### src/rtl/bop_pkg.sv
// Shared types for the overflow-interval store: one stored interval and a
// helper that tests an address against it.
package bop_pkg;

  localparam int BOP_ADDR_W = 32;

  typedef struct packed {
    logic                  valid;
    logic [BOP_ADDR_W-1:0] first;
    logic [BOP_ADDR_W-1:0] last;
  } bop_range_t;

  // True when addr lies inside a valid closed interval (unsigned compare).
  function automatic logic range_hit(input bop_range_t r, input logic [BOP_ADDR_W-1:0] addr);
    return r.valid && (r.first <= addr) && (addr <= r.last);
  endfunction

endpackage

### src/rtl/bop_range_match.sv
// Per-entry comparator: query hit, first-byte hit, and whether the incoming
// write overlaps or touches this entry (merge candidate).
module bop_range_match
  import bop_pkg::*;
(
  input  bop_range_t             entry,
  input  logic [BOP_ADDR_W-1:0]  find_addr,
  input  logic [BOP_ADDR_W-1:0]  wr_first,
  input  logic [BOP_ADDR_W-1:0]  wr_last,
  output logic                   hit,
  output logic                   is_first,
  output logic                   merge_cand
);

  localparam int EXT_W = BOP_ADDR_W + 1;

  // One extra bit so that last+1 of an all-ones bound does not wrap to zero.
  logic [EXT_W-1:0] wr_first_ext;
  logic [EXT_W-1:0] wr_last_inc;
  logic [EXT_W-1:0] ent_first_ext;
  logic [EXT_W-1:0] ent_last_inc;

  assign wr_first_ext  = {1'b0, wr_first};
  assign wr_last_inc   = {1'b0, wr_last} + EXT_W'(1);
  assign ent_first_ext = {1'b0, entry.first};
  assign ent_last_inc  = {1'b0, entry.last} + EXT_W'(1);

  assign hit        = range_hit(entry, find_addr);
  assign is_first   = entry.valid && (find_addr == entry.first);
  assign merge_cand = entry.valid && (wr_first_ext <= ent_last_inc) && (wr_last_inc >= ent_first_ext);

endmodule

### src/rtl/bop_range_store.sv
// Circular store of closed byte-address intervals with combinational lookup.
// Writes allocate oldest-first; a full store overwrites its oldest entry.
// Optional build macro BOP_RANGE_MERGE_EN: a legal write that overlaps or is
// adjacent to a valid entry widens the lowest-index such entry in place.
module bop_range_store
  import bop_pkg::*;
#(
  parameter int DEPTH  = 8,
  parameter int ADDR_W = 32
) (
  input  logic                     clk_i,
  input  logic                     rst_i,
  input  logic                     en_write_i,
  input  logic [ADDR_W-1:0]        addr_first_i,
  input  logic [ADDR_W-1:0]        addr_last_i,
  input  logic                     flush_i,
  input  logic [ADDR_W-1:0]        find_addr_i,
  output logic                     addr_in_range_o,
  output logic                     addr_is_first_o,
  output logic [$clog2(DEPTH):0]   count_o,
  output logic                     full_o,
  output logic                     overwrite_o,
  output logic                     bad_write_o
);

  localparam int PTR_W = $clog2(DEPTH);
  localparam int CNT_W = PTR_W + 1;
  localparam logic [CNT_W-1:0] FULL_CNT = CNT_W'(DEPTH);

  // Pointer wrap relies on DEPTH being a power of two; entries share the
  // package interval type, so the address widths must agree.
  generate
    if (DEPTH < 2 || (DEPTH & (DEPTH - 1)) != 0) begin : g_bad_depth
      $error("bop_range_store: DEPTH must be a power of two >= 2");
    end
    if (ADDR_W != BOP_ADDR_W) begin : g_bad_addr_w
      $error("bop_range_store: ADDR_W must equal BOP_ADDR_W");
    end
  endgenerate

  bop_range_t        entry_reg [DEPTH];
  logic [PTR_W-1:0]  wr_ptr_reg,    wr_ptr_next;
  logic [CNT_W-1:0]  count_reg,     count_next;
  logic              overwrite_reg, overwrite_next;
  logic              bad_write_reg, bad_write_next;

  logic [DEPTH-1:0]  hit_vec;
  logic [DEPTH-1:0]  first_vec;
  logic [DEPTH-1:0]  merge_vec;
  logic [DEPTH-1:0]  entry_we;
  bop_range_t        entry_wdata;
  logic              clear_all;

  genvar gi;
  generate
    for (gi = 0; gi < DEPTH; gi++) begin : g_entry
      bop_range_match u_match (
        .entry      (entry_reg[gi]),
        .find_addr  (find_addr_i),
        .wr_first   (addr_first_i),
        .wr_last    (addr_last_i),
        .hit        (hit_vec[gi]),
        .is_first   (first_vec[gi]),
        .merge_cand (merge_vec[gi])
      );

      // Entry storage: reset/flush only drop the valid bit, bounds are don't-care.
      always_ff @(posedge clk_i) begin
        if (rst_i || clear_all) begin
          entry_reg[gi].valid <= 1'b0;
        end else if (entry_we[gi]) begin
          entry_reg[gi] <= entry_wdata;
        end
      end
    end
  endgenerate

`ifdef BOP_RANGE_MERGE_EN
  logic             merge_hit;
  logic [PTR_W-1:0] merge_idx;

  // Lowest-index merge candidate wins: scan downward so the last match kept is the lowest.
  always_comb begin
    merge_hit = 1'b0;
    merge_idx = '0;
    for (int i = DEPTH - 1; i >= 0; i--) begin
      if (merge_vec[i]) begin
        merge_hit = 1'b1;
        merge_idx = PTR_W'(i);
      end
    end
  end
`else
  logic unused_merge;
  assign unused_merge = ^merge_vec;
`endif

  // Write/flush decode: flush dominates, malformed intervals are rejected.
  always_comb begin
    wr_ptr_next       = wr_ptr_reg;
    count_next        = count_reg;
    overwrite_next    = 1'b0;
    bad_write_next    = 1'b0;
    entry_we          = '0;
    entry_wdata.valid = 1'b1;
    entry_wdata.first = addr_first_i;
    entry_wdata.last  = addr_last_i;
    clear_all         = 1'b0;

    if (flush_i) begin
      clear_all   = 1'b1;
      wr_ptr_next = '0;
      count_next  = '0;
    end else if (en_write_i) begin
      if (addr_first_i > addr_last_i) begin
        bad_write_next = 1'b1;
`ifdef BOP_RANGE_MERGE_EN
      end else if (merge_hit) begin
        entry_we[merge_idx] = 1'b1;
        entry_wdata.first   = (addr_first_i < entry_reg[merge_idx].first) ? addr_first_i
                                                                          : entry_reg[merge_idx].first;
        entry_wdata.last    = (addr_last_i > entry_reg[merge_idx].last) ? addr_last_i
                                                                        : entry_reg[merge_idx].last;
`endif
      end else begin
        entry_we[wr_ptr_reg] = 1'b1;
        wr_ptr_next          = wr_ptr_reg + PTR_W'(1);
        if (count_reg == FULL_CNT) begin
          overwrite_next = 1'b1;
        end else begin
          count_next = count_reg + CNT_W'(1);
        end
      end
    end
  end

  // Pointer, occupancy and one-cycle status pulses.
  always_ff @(posedge clk_i) begin
    if (rst_i) begin
      wr_ptr_reg    <= '0;
      count_reg     <= '0;
      overwrite_reg <= 1'b0;
      bad_write_reg <= 1'b0;
    end else begin
      wr_ptr_reg    <= wr_ptr_next;
      count_reg     <= count_next;
      overwrite_reg <= overwrite_next;
      bad_write_reg <= bad_write_next;
    end
  end

  assign addr_in_range_o = |hit_vec;
  assign addr_is_first_o = |first_vec;
  assign count_o         = count_reg;
  assign full_o          = (count_reg == FULL_CNT);
  assign overwrite_o     = overwrite_reg;
  assign bad_write_o     = bad_write_reg;

endmodule
### config.mk
export PLATFORM = sky130hd
export DESIGN_NAME = bop_range_store
export DESIGN_NICKNAME = d
export VERILOG_FILES = /design/src/rtl/bop_pkg.sv /design/src/rtl/bop_range_match.sv /design/src/rtl/bop_range_store.sv
export SDC_FILE = /design/constraint.sdc
export NUM_CORES = 1
export LEC_CHECK = 0
export BUFFER_PORTS_ARGS = -buffer_cell sky130_fd_sc_hd__buf_2
export CAP_MARGIN = 30
export CORE_UTILIZATION = 40
export CTS_BUF_LIST = sky130_fd_sc_hd__clkbuf_8
export DETAILED_ROUTE_END_ITERATION = 16
export SLEW_MARGIN = 15
export SYNTH_ARGS = -nofsm -noshare
export SYNTH_HDL_FRONTEND = slang
export SYNTH_SLANG_ARGS = --single-unit
### constraint.sdc
create_clock -name clk_i -period 29.1 [get_ports clk_i]
set_input_delay 5.82 -clock clk_i [delete_from_list [all_inputs] [get_ports clk_i]]
set_output_delay 5.82 -clock clk_i [all_outputs]
set_load 0.01 [all_outputs]
==> reports/results.ini <==
[setup_path]
crit_type=input pin to primary output
max_stage_delay_ns=0.68
path_max_fanout=9
worst_setup_path_start_kind=input pin
cp.required_ns=23.28
cp_slowest_cell=nor4_1
critPathArrivalTime_ns=9.72
worstPathCellList=buf_2 -> inv_1 -> ha_1 -> nand4_1 -> nor4_1 -> a2111oi_1 -> clkdlybuf4s15_2 -> o41ai_1 -> a211o_1 -> and4b_1 -> nand4_1 -> buf_2
critPathCaptureType=primary output

[timing]
finalSetupViolations=0
min_period_ns=15.54
slew_headroom=0.3020
final-hold-violation-count=0
clock-skew-final_ns=0.02308
clock.fmax_mhz=64.36
final_max_slew_viol_count=0
worst_pin_slew_ns=1.037
fin_tns_setup_ns=0
rsz0062_at_grt=no
period_share=0.5340

[final_layout]
fin_nets=3165
fin_cells=3534
drive_gt1_frac=0.09884
largest_register_ffs=520
area_growth_pct=12.55

[clock_network]
cts_tree=done
numCtsBuffers=92
cts_resized=0
insertion_delay_ns=0.70
cts-htree-levels=3
holdBufCountCts=0
clkTransAtPathRegs_ns=0.05
post_cts_buffers=0
clock-sinks=529
cts-root-buf=clkbuf_8
cts.path.max_buffers=3

[synthesis]
synth.most_common_cell=ha_1
synth_nets=2953
seq_area_frac_synth=0.5427
netlist_instances=2306
synth_area_leaders=edfxtp_1 54%, ha_1 24%, inv_1 4.4%
post_synth.cell_area_avg_sq_um=12.61
ys_types=65
synth_top_area_share=0.5358
synth_edf_count=519
synthArstFlopShare=0
ys_seq_elements=529
ys.flop_type=edfxtp_1
yosys_warnings=0
yosys-top-cells-count=547 x ha_1, 519 x edfxtp_1, 338 x inv_1
yosys.area.top_type=edfxtp_1
synthesis.area_sq_um=29090

[floorplanning]
dieArea_sq_um=73800
num_rows=98
core-area_sq_um=71730
die_h_microns=271.7
initial_core_util=0.4055
die_w_microns=271.7
num_io_pins=109

[detailed_routing]
drc=0
antenna_left=0
totalWireLength_microns=75960
drtIter0Drc=1281
viasPerCell=5.400
via_count=19080
first_pass_iters=5
avgRoutedWirePerCell_microns=21.49

[placed_design]
gp_congestion=0.9155
io_buffers=108
dp_hpwl_microns=56920
dp.cells=3372

[pwr]
p_leak_nw=14.06
ir_drop_uv=39.83
powerDensity_nw_per_um2=49.32

[worst_hold_path]
min_path_type=flop to flop

[grt]
grt_pass1_wl_microns=115200
grt_antenna_before_repair=9
grt_pass1_vias=19280
grt_max_degree=66
grt.overflow.total=0
grt_usage=0.2070

[run_status]
status=completed

[job]
cap_violations=0

==> metrics by stage <==
stage	util	power, mW	hold WS [ns]	area (sq um)	setup WS, ns
2_1_floorplan	-	0.9311	0.4324	29090	14.25
3_3_place_gp	0.4310	0.9855	0.4877	30910	13.53
3_5_place_dp	0.4326	0.9922	0.5110	31030	13.76
4_1_cts	0.4557	1.630	0.5186	32690	13.74
5_1_grt	0.4563	1.677	0.5274	32730	13.53
6_report	0.4564	1.615	0.5124	32740	13.56
==> cell usage in the layout, fill, tap and decap left out, types with 60 or more instances in the layout <==
master    count
ha_1        547
edfxtp_1    519
inv_1       364
a21oi_1     203
nand4_1     108
buf_2       108
nand2_1      97
clkbuf_8     94
a21o_1       74
o21ai_0      63
nand3_1      60
==> kinds of logic (layout without fill, tap and decap cells) <==
logic type	count (synthesis)	after routing	share of synthesized area
muxes	1	1	0.0003441
other	0	4	0
buffers and inverters	345	619	0.04482
xor gates and xnor gates	1	1	0.0003012
AOI/OAI and AO/OA	455	455	0.09700
and+or+nand+nor	428	428	0.07958
DFF	529	529	0.5427
adders and majority gates	547	547	0.2353
==> metal layers <==
| layer | track usage | part of all wire | vias to the layer above | wire length (microns) |
|---|---|---|---|---|
| met2 | 0.3430 | 0.47 | 477 | 35770 |
| li1 | - | - | 9179 | - |
| met3 | 0.03591 | 0.052 | 121 | 3916 |
| met5 | 0 | 0.00071 | - | 54 |
| met4 | 0.05308 | 0.021 | 10 | 1633 |
| met1 | 0.2797 | 0.46 | 9296 | 34590 |
==> critical path: cells and delay by family <==
| kind | cells | cell delay, ns |
|---|---|---|
| AND/OR/NAND/NOR | 4 | 1.32 |
| AO/OA/AOI/OAI | 3 | 1.08 |
| buffers and inverters | 4 | 1.07 |
| adder cells (fa/ha/maj) | 1 | 0.41 |
==> power by group <==
group	total, mW	switching [mW]	internal, mW
logic	0.135	0.0881	0.0470
registers	0.842	0.00163	0.840
clock network	0.638	0.305	0.333
==> worst paths after layout <==
check | startpoint | end | slack [ns] | cells past startpoint
setup reg to reg | wr_ptr_reg[2] | entry_reg[1][54] | 26.21 | 3
setup / recovery | find_addr_i[11] | addr_in_range_o | 13.56 | 12
hold reg to reg | count_o[3] | count_o[3] | 0.51 | 2
hold / removal | count_o[3] | count_o[3] | 0.51 | 2
==> layout make-up <==
type                    instances  area, sq um
clock buffers                  94         1294
clock inverters                62        365.4
fillers                      6474        38990
inverters                     338         1269
multi-input cells            1432        12060
well taps                     950         1189
diodes                          4        10.01
flip-flops and latches        529        15790
repair buffers                125        769.5
(Power assumes the default switching activity.)
